File: src/rtl/bcd_serial_adder_if.sv
// Handshake and operand/result bundle for the digit-serial BCD adder.
// The master drives the request and operands; the slave returns status and results.
interface bcd_serial_adder_if #(
    parameter int DIGITS = 4
);
    logic                  start;
    logic                  sub;
    logic                  c_in;
    logic [4*DIGITS-1:0]   A;
    logic [4*DIGITS-1:0]   B;
    logic                  busy;
    logic                  done;
    logic [4*DIGITS-1:0]   sum;
    logic                  c_out;
    logic                  err;

    modport master (
        output start, sub, c_in, A, B,
        input  busy, done, sum, c_out, err
    );

    modport slave (
        input  start, sub, c_in, A, B,
        output busy, done, sum, c_out, err
    );
endinterface

File: src/rtl/bcd_serial_adder.sv
// Digit-serial BCD adder/subtractor: one decimal digit per clock, LSD first.
// Subtraction adds the nine's complement of B with an initial carry of one.
module bcd_serial_adder #(
    parameter int DIGITS = 4,
    parameter int IDXW   = 2
) (
    input  logic                Clock,
    input  logic                Resetn,
    bcd_serial_adder_if.slave   bus
);

    typedef enum logic [1:0] {
        IDLE,
        ADD,
        DONE
    } state_t;

    state_t              state;
    state_t              next_state;

    logic [4*DIGITS-1:0] a_q;
    logic [4*DIGITS-1:0] b_q;
    logic [4*DIGITS-1:0] sum_q;
    logic                sub_q;
    logic                carry_q;
    logic                c_out_q;
    logic                err_q;
    logic [IDXW-1:0]     idx_q;

    logic                last_digit;
    logic [3:0]          a_dig;
    logic [3:0]          b_dig;
    logic [3:0]          b_eff;
    logic [4:0]          d_raw;
    logic [4:0]          d_adj;
    logic [3:0]          sum_dig;
    logic                carry_nxt;
    logic                dig_err;

    assign last_digit = (idx_q == IDXW'(DIGITS - 1));

    always_ff @(posedge Clock or negedge Resetn) begin
        if (!Resetn) begin
            state <= IDLE;
        end else begin
            state <= next_state;
        end
    end

    always_comb begin
        next_state = state;
        case (state)
            IDLE:    if (bus.start) next_state = ADD;
            ADD:     if (last_digit) next_state = DONE;
            DONE:    next_state = IDLE;
            default: next_state = IDLE;
        endcase
    end

    // One decimal digit step: a + b' + carry, corrected back into 0..9 when it overflows.
    always_comb begin
        a_dig     = a_q[{idx_q, 2'b00} +: 4];
        b_dig     = b_q[{idx_q, 2'b00} +: 4];
        b_eff     = sub_q ? (4'd9 - b_dig) : b_dig;
        d_raw     = {1'b0, a_dig} + {1'b0, b_eff} + {4'b0000, carry_q};
        d_adj     = d_raw - 5'd10;
        sum_dig   = d_raw[3:0];
        carry_nxt = 1'b0;
        if (d_raw > 5'd9) begin
            sum_dig   = d_adj[3:0];
            carry_nxt = 1'b1;
        end
        dig_err   = (a_dig > 4'd9) | (b_dig > 4'd9);
    end

    always_ff @(posedge Clock or negedge Resetn) begin
        if (!Resetn) begin
            a_q     <= '0;
            b_q     <= '0;
            sum_q   <= '0;
            sub_q   <= 1'b0;
            carry_q <= 1'b0;
            c_out_q <= 1'b0;
            err_q   <= 1'b0;
            idx_q   <= '0;
        end else begin
            case (state)
                IDLE: begin
                    if (bus.start) begin
                        a_q     <= bus.A;
                        b_q     <= bus.B;
                        sub_q   <= bus.sub;
                        carry_q <= bus.sub ? 1'b1 : bus.c_in;
                        idx_q   <= '0;
                        err_q   <= 1'b0;
                        sum_q   <= '0;
                    end
                end
                ADD: begin
                    sum_q[{idx_q, 2'b00} +: 4] <= sum_dig;
                    carry_q <= carry_nxt;
                    err_q   <= err_q | dig_err;
                    idx_q   <= idx_q + IDXW'(1);
                    if (last_digit) begin
                        c_out_q <= carry_nxt;
                    end
                end
                default: ;
            endcase
        end
    end

    assign bus.busy  = (state == ADD) || (state == DONE);
    assign bus.done  = (state == DONE);
    assign bus.sum   = sum_q;
    assign bus.c_out = c_out_q;
    assign bus.err   = err_q;

endmodule

File: src/flat_wrapper.sv
// flat-port wrapper written by rule: the top's interface ports become plain ports
module bcd_serial_adder_flat 
#(
    parameter int DIGITS = 4,
    parameter int IDXW   = 2
)
  (Clock, Resetn, bus_start, bus_sub, bus_c_in, bus_A, bus_B, bus_busy, bus_done, bus_sum, bus_c_out, bus_err);
  bcd_serial_adder_if #(.DIGITS(DIGITS)) bus_i ();
  input  logic Clock;
  input  logic Resetn;
  input wire logic [$bits(bus_i.start)-1:0] bus_start;
  input wire logic [$bits(bus_i.sub)-1:0] bus_sub;
  input wire logic [$bits(bus_i.c_in)-1:0] bus_c_in;
  input wire logic [$bits(bus_i.A)-1:0] bus_A;
  input wire logic [$bits(bus_i.B)-1:0] bus_B;
  output wire logic [$bits(bus_i.busy)-1:0] bus_busy;
  output wire logic [$bits(bus_i.done)-1:0] bus_done;
  output wire logic [$bits(bus_i.sum)-1:0] bus_sum;
  output wire logic [$bits(bus_i.c_out)-1:0] bus_c_out;
  output wire logic [$bits(bus_i.err)-1:0] bus_err;
  assign bus_i.start = bus_start;
  assign bus_i.sub = bus_sub;
  assign bus_i.c_in = bus_c_in;
  assign bus_i.A = bus_A;
  assign bus_i.B = bus_B;
  assign bus_busy = bus_i.busy;
  assign bus_done = bus_i.done;
  assign bus_sum = bus_i.sum;
  assign bus_c_out = bus_i.c_out;
  assign bus_err = bus_i.err;
  bcd_serial_adder #(.DIGITS(DIGITS), .IDXW(IDXW)) u_core (.Clock(Clock), .Resetn(Resetn), .bus(bus_i));
endmodule
File: config.mk
export PLATFORM = sky130hd
export DESIGN_NAME = bcd_serial_adder_flat
export DESIGN_NICKNAME = d
export VERILOG_FILES = /design/src/rtl/bcd_serial_adder_if.sv /design/src/rtl/bcd_serial_adder.sv /design/src/flat_wrapper.sv
export SDC_FILE = /design/constraint.sdc
export NUM_CORES = 1
export LEC_CHECK = 0
export CAP_MARGIN = 25
export CORE_MARGIN = 4
export CORE_UTILIZATION = 52
export DETAILED_ROUTE_END_ITERATION = 10
export PLACE_DENSITY = 0.84
export SYNTH_ARGS = -nofsm -noshare
export SYNTH_HDL_FRONTEND = slang
export SYNTH_SLANG_ARGS = --single-unit
File: constraint.sdc
create_clock -name Clock -period 4.9 [get_ports Clock]
set_input_delay 0.735 -clock Clock [delete_from_list [all_inputs] [get_ports Clock]]
set_output_delay 0.735 -clock Clock [all_outputs]
set_load 0.02 [all_outputs]
==> Word level (Yosys, flattened, before mapping) <==
Cells that the tools add are included.
{ "op_classes": {"n_lt_le_gt_ge": 3, "n_reduce_logical": 7, "n_bitwise": 2, "mux": 16, "addsub": 6, "n_shift": 4, "n_eq_ne": 5} }
{ "op_table": {"columns": ["op", "n"], "rows": [
  ["case mux 16 bit (2 select lines)", 1],
  ["indexed part select 16 x 5 -> 4 bit", 2],
  ["bitwise mux 16 bit", 1],
  ["two-way mux 16 bit", 1],
  ["variable shift 4 x 6 -> 16 bit (first input constant)", 1],
  ["indexed part select 4 x 6 -> 16 bit", 1],
  ["greater-than comparator 4 bit (second input constant)", 2],
  ["two-way mux 4 bit", 2],
  ["case mux 2 bit (2 select lines)", 2],
  ["AND reduction 2 bit", 4],
  ["two-way mux 2 bit", 3],
  ["negation 4 -> 6 bit", 1],
  ["adder 4 x 4 -> 5 bit", 1],
  ["adder 5 x 1 -> 5 bit", 1],
  ["greater-than comparator 5 x 4 -> 1 bit (second input constant)", 1],
  ["equality test 2 bit (second input constant)", 2],
  ["two-way mux 1 bit", 4],
  ["case mux 1 bit (2 select lines)", 2],
  ["subtractor 4 bit (first input constant)", 1],
  ["subtractor 4 bit (second input constant)", 1],
  ["adder 2 x 1 -> 2 bit (second input constant)", 1],
  ["equality test 2 x 1 -> 1 bit (second input constant)", 1],
  ["logical NOT 2 bit", 1],
  ["!= test 2 x 1 -> 1 bit (second input constant)", 1],
  ["other kinds (4)", 5]
]} }
{ "totals": {"input_bits": 37, "out_inout_bits": 20, "word_cells": 52, "regBits": 56} }

==> Depth between registers and ports, before layout <==
Gate-level depths: netlist (run 1).
{ "depth": {"word_depth": 10, "mapped_depth": 15, "ltp_nobuf": 14} }

==> Worst setup path before layout (run 1) <==
OpenSTA, ideal clock, no wires.
{ "synth_timing": {"path_type": "flip-flop to flip-flop", "startpoint": "register u_core.idx_q[0]", "endpoint": "register u_core.sum_q[14], in the netlist u_core.bus.sum[14]", "required_ns": 4.779, "arrival_time_ns": 3.456, "period_less_slack_ns": 3.577, "n_path_buf": 1, "stages_incl_launch_ff": 15, "slack_ns": 1.323, "setup_ns": 0.121, "path_cell_list": "dfrtp_1 buf_6 mux4_1 xnor2_1 fa_1 inv_1 fa_1 xor2_1 inv_1 ha_1 a21bo_2 nor4_1 o32a_1 o21ai_1 a22o_1"} }
{ "synth_via": {"elab_chain_cells": 10, "word_cells_on_any_way": 14, "classes_between": "add/sub: 5; order compare: 1; shift: 4; mux: 4"} }
{ "synth_rtl": {"columns": ["item", "line_no", "text"], "rows": [
  ["from (decl)", "bcd_serial_adder.sv:28", "logic [IDXW-1:0] idx_q;"],
  ["from (signal assigned)", "bcd_serial_adder.sv:103", "idx_q <= idx_q + IDXW'(1);"],
  ["indexed part select 16 x 5 -> 4 bit", "bcd_serial_adder.sv:63", "b_dig = b_q[{idx_q, 2'b00} +: 4];"],
  ["subtractor 4 bit", "bcd_serial_adder.sv:64", "b_eff = sub_q ? (4'd9 - b_dig) : b_dig;"],
  ["two-way mux 4 bit", "bcd_serial_adder.sv:64", null],
  ["adder 4 x 4 -> 5 bit", "bcd_serial_adder.sv:65", "d_raw = {1'b0, a_dig} + {1'b0, b_eff} + {4'b0000, carry_q};"],
  ["adder 5 x 1 -> 5 bit", "bcd_serial_adder.sv:65", null],
  ["subtractor 4 bit / greater-than comparator 5 x 4 -> 1 bit (equally long branches)", "bcd_serial_adder.sv:66, bcd_serial_adder.sv:69", null],
  ["two-way mux 4 bit", "bcd_serial_adder.sv:69", "if (d_raw > 5'd9) begin"],
  ["indexed part select 4 x 6 -> 16 bit", "bcd_serial_adder.sv:100", "sum_q[{idx_q, 2'b00} +: 4] <= sum_dig;"],
  ["bitwise mux 16 bit (*)", "bcd_serial_adder.sv:100", null],
  ["case mux 16 bit (2 select lines) (*)", "bcd_serial_adder.sv:87", "case (state)"],
  ["to (signal, indexed assignment)", "bcd_serial_adder.sv:100", null],
  ["to (decl)", "bcd_serial_adder.sv:23", "logic [4*DIGITS-1:0] sum_q;"]
]} }
Every way passes the cells marked *; elsewhere a longest branch is shown, timed or not.
A chain may end at the register's enable or synchronous reset.

==> Final worst setup path (run 1) <==
Ends and elaborated chain as after synthesis.

==> impl_metrics.py, run 1 <==
metrics = {
    "cts": {
        "htree_levels": 2,
        "post_cts_buffers": 0,
        "clockBufferDepth": 2,
        "clk_latency_ns": 0.31,
        "cts-resized-gates": 0,
        "cts_hold_buffers": 0,
        "cts_tree": "yes",
        "cts_made_buffers": 5,
        "cts_sinks": 56,
        "clk_pin_slew_worst_paths_ns": 0.10,
        "clockRootBuffer": "clkbuf_8",
    },
    "grt": {
        "first_global_vias": 2091,
        "gr-total-overflow": 0,
        "grt_max_degree": 57,
        "antenna_found_initial": 0,
        "grt_pass1_wl_um": 9980,
        "grt_usage_pct": 19.6,
    },
    "synth": {
        "synth_compound_area_share_pct": 11.6,
        "synth_nets": 282,
        "ys_seq_elements": 56,
        "yosysSeqAreaShare_pct": 48.3,
        "synth_mux_area_share_pct": 20.0,
        "postSynth.asyncResetShare_pct": 100,
        "synth-xor-area-share_pct": 0.905,
        "yosys_warnings": 0,
        "synth_top_family_by_area": "multiplexers",
        "netlist_instances": 231,
        "netlist_area_um2": 2900,
        "synth_fa_ha_area_share_pct": 6.55,
        "synth_edf_count": 0,
        "synthFlopType": "dfrtp_1",
        "syn_avg_cell_area_um2": 12.6,
        "synth_simple_gate_area_share_pct": 9.22,
        "synth_cell_types": 46,
    },
    "timing": {
        "slew_headroom_pct": 53.2,
        "finalClockSkew_ns": 0.00997,
        "drv_slew": 0,
        "finalCritPeriodShare_pct": 84.5,
        "rsz0062_at_grt": "false",
        "setup_tns_ns": 0,
        "setup_viol": 0,
        "fmax_mhz": 242,
        "hold_violations": 0,
        "layout_min_cycle_time_ns": 4.14,
        "worst_slew_pin_slew_ns": 0.702,
    },
    "drt": {
        "highest_layer": "met4",
        "wl_met1_um": 2610,
        "wl_per_cell_um": 17.0,
        "dr_total_vias": 2037,
        "viasPerCell": 5.66,
        "route.met2.wl_um": 3060,
        "wl_um": 6110,
        "met3_length_um": 349,
        "detail-route-antenna-nets": 0,
        "dr.pass1.iters": 4,
        "first_iter_violations": 150,
        "drc": 0,
    },
    "final_layout": {
        "layout_commonest_cell": "dfrtp_1",
        "fillCellCount": 402,
        "final_nets": 340,
        "syn2layout_area_growth_pct": 25.2,
        "final_cell_mix": "dfrtp_1, clkdlybuf4s50_1, mux2_2, inv_1, nand2_1",
        "multi_input_area_um2": 1400,
        "regArea_um2": 1400,
        "n_antenna_cell": 0,
        "drive_above_1_share_pct": 18.3,
    },
    "placement": {
        "dp_hpwl_um": 4640,
        "portBuffers": 56,
        "gp_congestion": 0.771,
    },
    "critical_path": {
        "crit_chain": "mux4_1 -> xnor2_1 -> fa_1 -> inv_1 -> fa_1 -> xor2_1 -> inv_1 -> ha_1 -> a21bo_2 -> nor4_1 -> o32a_1 -> o21ai_1 -> a22o_1",
        "cp.required_ns": 5.11,
        "worstSetupStartpointType": "flip-flop",
        "arrival_ns": 4.35,
        "worst_setup_path_end_kind": "flip-flop",
        "critPathTopFamily": "adder cells",
        "reg2reg_slack_ns": 0.76,
        "crit_type": "flip-flop to flip-flop",
        "cp.buffers_inverters": 2,
        "cp_slowest_cell": "dfrtp_1",
        "cp_max_fo": 15,
        "slowest_delay_ns": 0.79,
    },
    "floorplan": {
        "chipWidth_um": 82.7,
        "pin_count": 57,
        "die-area_um2": 6840,
        "die_h_um": 82.7,
        "core_area_um2": 5270,
        "start_util_pct": 55.1,
        "core.rowCount": 26,
    },
    "flow_run": {
        "cap_viol_max_count": 0,
    },
    "hold_path": {
        "hp-class": "flip-flop to flip-flop",
    },
    "status": {
        "status": "complete, no violations",
    },
}
==> synthesized netlist by cell type (all sizes together) (2+ instances only) <==
master	instances	area, µm²
nor2	2	7.51
nor2b	3	18.8
a31oi	2	12.5
nand2b	2	15.0
mux4	8	210
and3	2	17.5
clkbuf	3	11.3
nand2	16	60.1
buf	4	26.3
o31ai	5	42.5
nand4	2	18.8
a21o	3	22.5
or3	2	12.5
o21ai	15	78.8
nand3	4	32.5
dfrtp	56	1400
inv	16	60.1
xnor2	2	17.5
and2	3	18.8
ha	12	150
fa	2	40.0
mux2	33	372
a22o	9	78.8
a21oi	12	67.6
==> kinds of logic after synthesis <==
| family | after synthesis |
|---|---|
| adder cells (fa/ha/maj) | 14 |
| multiplexers | 41 |
| AND/OR/NAND/NOR | 44 |
| XOR/XNOR | 3 |
| flip-flops | 56 |
| buffers and inverters | 23 |
| AO/OA/AOI/OAI | 50 |
==> per-stage QoR <==
step | hold slack [ns] | utilization [%] | cells | setup slack (ns) | area (µm²)
6_report | 0.490 | 69.0 | 360 | 0.761 | 3630
5_1_grt | 0.524 | 69.0 | 360 | 0.459 | 3630
4_1_cts | 0.500 | 69.0 | 360 | 0.813 | 3630
3_5_place_dp | 0.478 | 66.9 | 352 | 0.812 | 3520
3_3_place_gp | 0.465 | 66.9 | 352 | 0.945 | 3520
2_1_floorplan | 0.439 | - | 231 | 1.32 | 2900
==> area by class of cell <==
| cell class | instances | share of cell area, % |
|---|---|---|
| clock buffers | 6 | 2.00 |
| flip-flops and latches | 56 | 38.6 |
| multi-input cells | 152 | 38.6 |
| well taps | 70 | 2.41 |
| clock inverters | 2 | 1.07 |
| inverters | 16 | 1.65 |
| repair buffers | 58 | 15.7 |
==> worst paths after layout <==
kind                                         from  cells past startpoint                 end
worst min register to register  u_core.bus.sum[9]                      2   u_core.bus.sum[9]
worst max-delay path              u_core.idx_q[0]                     13  u_core.bus.sum[14]
worst min-delay path            u_core.bus.sum[9]                      2   u_core.bus.sum[9]
worst max register to register    u_core.idx_q[0]                     13  u_core.bus.sum[14]
max in group asynchronous                  Resetn                      2      u_core.b_q[10]
min in group asynchronous                  Resetn                      2   u_core.bus.sum[3]
==> flip-flops by register name, indices dropped and copies added, names as in the netlist <==
register / cells
u_core.bus.err: 1
u_core.a_q: 16
u_core.sub_q: 1
u_core.bus.sum: 16
u_core.carry_q: 1
u_core.b_q: 16
u_core.bus.c_out: 1
u_core.idx_q: 2
u_core.state: 2
==> per-layer routing <==
layer / global-route usage [%] / vias to the layer above
met5: 0 / -
met4: 6.05 / 0
met3: 4.34 / 7
met2: 34.0 / 61
met1: 24.4 / 1002
li1: - / 967
==> worst min-delay path, stage by stage (launching register included) <==
cell and delay, ns:
dfrtp_1 0.36, nand2_1 0.05, o31ai_1 0.05
Power of run 1 is left out: the tool's default activity adds up to more than one toggle a clock period on the data nets, which glitch-free logic cannot reach.
==> run 2, diff against run 1 <==
==> constraint.sdc (replaced) <==
create_clock -name Clock -period 3.85 [get_ports Clock]
set_input_delay 0.5775 -clock Clock [delete_from_list [all_inputs] [get_ports Clock]]
set_output_delay 0.5775 -clock Clock [all_outputs]
set_load 0.02 [all_outputs]
==> run 2 against run 1 <==
Final area grew 1.5%. Final cell count grew 1.4%. Core utilization grew 1.1 points. Die area is the same. Sequential share of layout area shrank 0.55 points. Wire length shrank 1.5%. Via count grew 1.3%. Setup slack lost 0.46 ns. Hold slack lost 0.26 ns.
==> impl_metrics.py, run 2 (synthesis gave the netlist of run 1 again) <==
metrics = {
    "critical_path": {
        "worstSetupStartpointType": "flip-flop",
        "startpoint": "u_core.idx_q[0]",
        "cp_max_fo": 6,
        "reg2reg_slack_ns": 0.30,
        "arrival_ns": 3.76,
        "ff2ff_path_depth": 13,
        "reg2reg_to": "u_core.bus.sum[14]",
        "worst_setup_path_end_kind": "flip-flop",
        "cp.required_ns": 4.06,
        "crit_type": "flip-flop to flip-flop",
        "crit_path_end": "u_core.bus.sum[14]",
        "r2r_start": "u_core.idx_q[0]",
    },
    "drt": {
        "detail-route-antenna-nets": 0,
        "viasPerCell": 5.65,
        "wl_per_cell_um": 16.5,
        "first_iter_violations": 109,
        "dr.pass1.iters": 4,
        "drc": 0,
        "wl_um": 6020,
        "dr_total_vias": 2063,
    },
    "timing": {
        "finalClockSkew_ns": 0.00885,
        "layout_min_cycle_time_ns": 3.55,
        "slew_headroom_pct": 51.1,
        "setup_viol": 0,
        "finalCritPeriodShare_pct": 92.2,
        "fmax_mhz": 282,
        "drv_slew": 0,
        "holdWs_ns": 0.228,
        "rsz0062_at_grt": "false",
        "worst_slew_pin_slew_ns": 0.731,
        "setup_tns_ns": 0,
        "hold_violations": 0,
    },
    "hold_path": {
        "hp-class": "input pin to asynchronous set/reset pin",
    },
    "grt": {
        "grt_usage_pct": 20.2,
        "first_global_vias": 2169,
        "gr-total-overflow": 0,
        "grt_pass1_wl_um": 10400,
        "grt_max_degree": 35,
        "antenna_found_initial": 0,
    },
    "placement": {
        "portBuffers": 56,
        "gp_congestion": 0.793,
        "dp_hpwl_um": 4670,
        "placed_cell_area_um2": 3550,
    },
    "status": {
        "status": "complete, no violations",
    },
    "cts": {
        "cts_tree": "yes",
        "cts_hold_buffers": 0,
        "clk_latency_ns": 0.31,
        "htree_levels": 2,
        "clockRootBuffer": "clkbuf_8",
        "cts_sinks": 56,
        "clockBufferDepth": 2,
        "clk_pin_slew_worst_paths_ns": 0.10,
        "cts_made_buffers": 5,
    },
    "final_layout": {
        "final_cell_mix": "clkdlybuf4s50_1, dfrtp_1, mux2_2, inv_1, nand2_1",
        "design_area_um2": 3690,
        "final_nets": 345,
        "fillCellCount": 393,
        "drive_above_1_share_pct": 20.7,
        "syn2layout_area_growth_pct": 27.2,
        "n_antenna_cell": 0,
    },
    "floorplan": {
        "start_util_pct": 55.1,
        "core_area_um2": 5270,
        "core.rowCount": 26,
        "die-area_um2": 6840,
        "pin_count": 57,
        "chipWidth_um": 82.7,
        "die_h_um": 82.7,
    },
    "flow_run": {
        "cap_viol_max_count": 0,
    },
}
==> run 2: area by class of cell <==
cell class	instances	area (µm²)	area share, %
clock inverter	2	38.8	1.05
multi-input combinational	152	1410	38.2
sequential	56	1400	38.0
tap	70	87.6	2.37
clock buffer	6	82.6	2.24
timing repair buffer	63	608	16.5
inverter	16	60.1	1.63
==> run 2: through the flow <==
| stage | util [%] | worst slack (ns) | std cells |
|---|---|---|---|
| final | 70.0 | 0.300 | 365 |
| after global routing | 70.0 | 0.0214 | 365 |
| after CTS | 69.7 | 0.135 | 364 |
| after detailed placement | 67.4 | 0.124 | 356 |
| after global placement | 67.4 | 0.261 | 356 |
| after floorplan | - | 0.273 | 231 |
==> run 2: worst max-delay path, stage by stage (launching register included) <==
cell and delay, ns:
dfrtp_2 0.45, mux4_1 0.58, xnor2_1 0.20, fa_1 0.25
inv_1 0.06, fa_1 0.45, xor2_2 0.20, inv_1 0.06
ha_1 0.24, a21bo_2 0.21, nor4_1 0.16, o32a_1 0.18
o21ai_1 0.13, a22o_1 0.26
==> run 2: worst min-delay path by stage <==
stage,to,slack [ns],depth (start not counted)
after floorplan,u_core.a_q[0],0.28,0
after global placement,u_core.bus.sum[1],0.46,2
after detailed placement,u_core.bus.sum[9],0.48,2
after CTS,u_core.bus.sum[8],0.25,1
after global routing,u_core.bus.sum[6],0.27,1
final,u_core.bus.sum[8],0.23,1
==> run 2: routing by layer <==
metal / GRT usage [%] / wire (µm) / vias to the layer above
li1: - / - / 975
met1: 26.7 / 2550 / 1003
met2: 33.3 / 2980 / 75
met3: 4.56 / 380 / 10
met4: 6.05 / 101 / 0
met5: 0 / 0 / -
==> run 2: repair_timing <==
| action | CTS | global route |
|---|---|---|
| buffers inserted | 0 | 1 |
| endpoints found under the setup margin | 0 | 4 |
| gates resized for setup | 0 | 2 |
Power of run 2 is left out for the same reason.
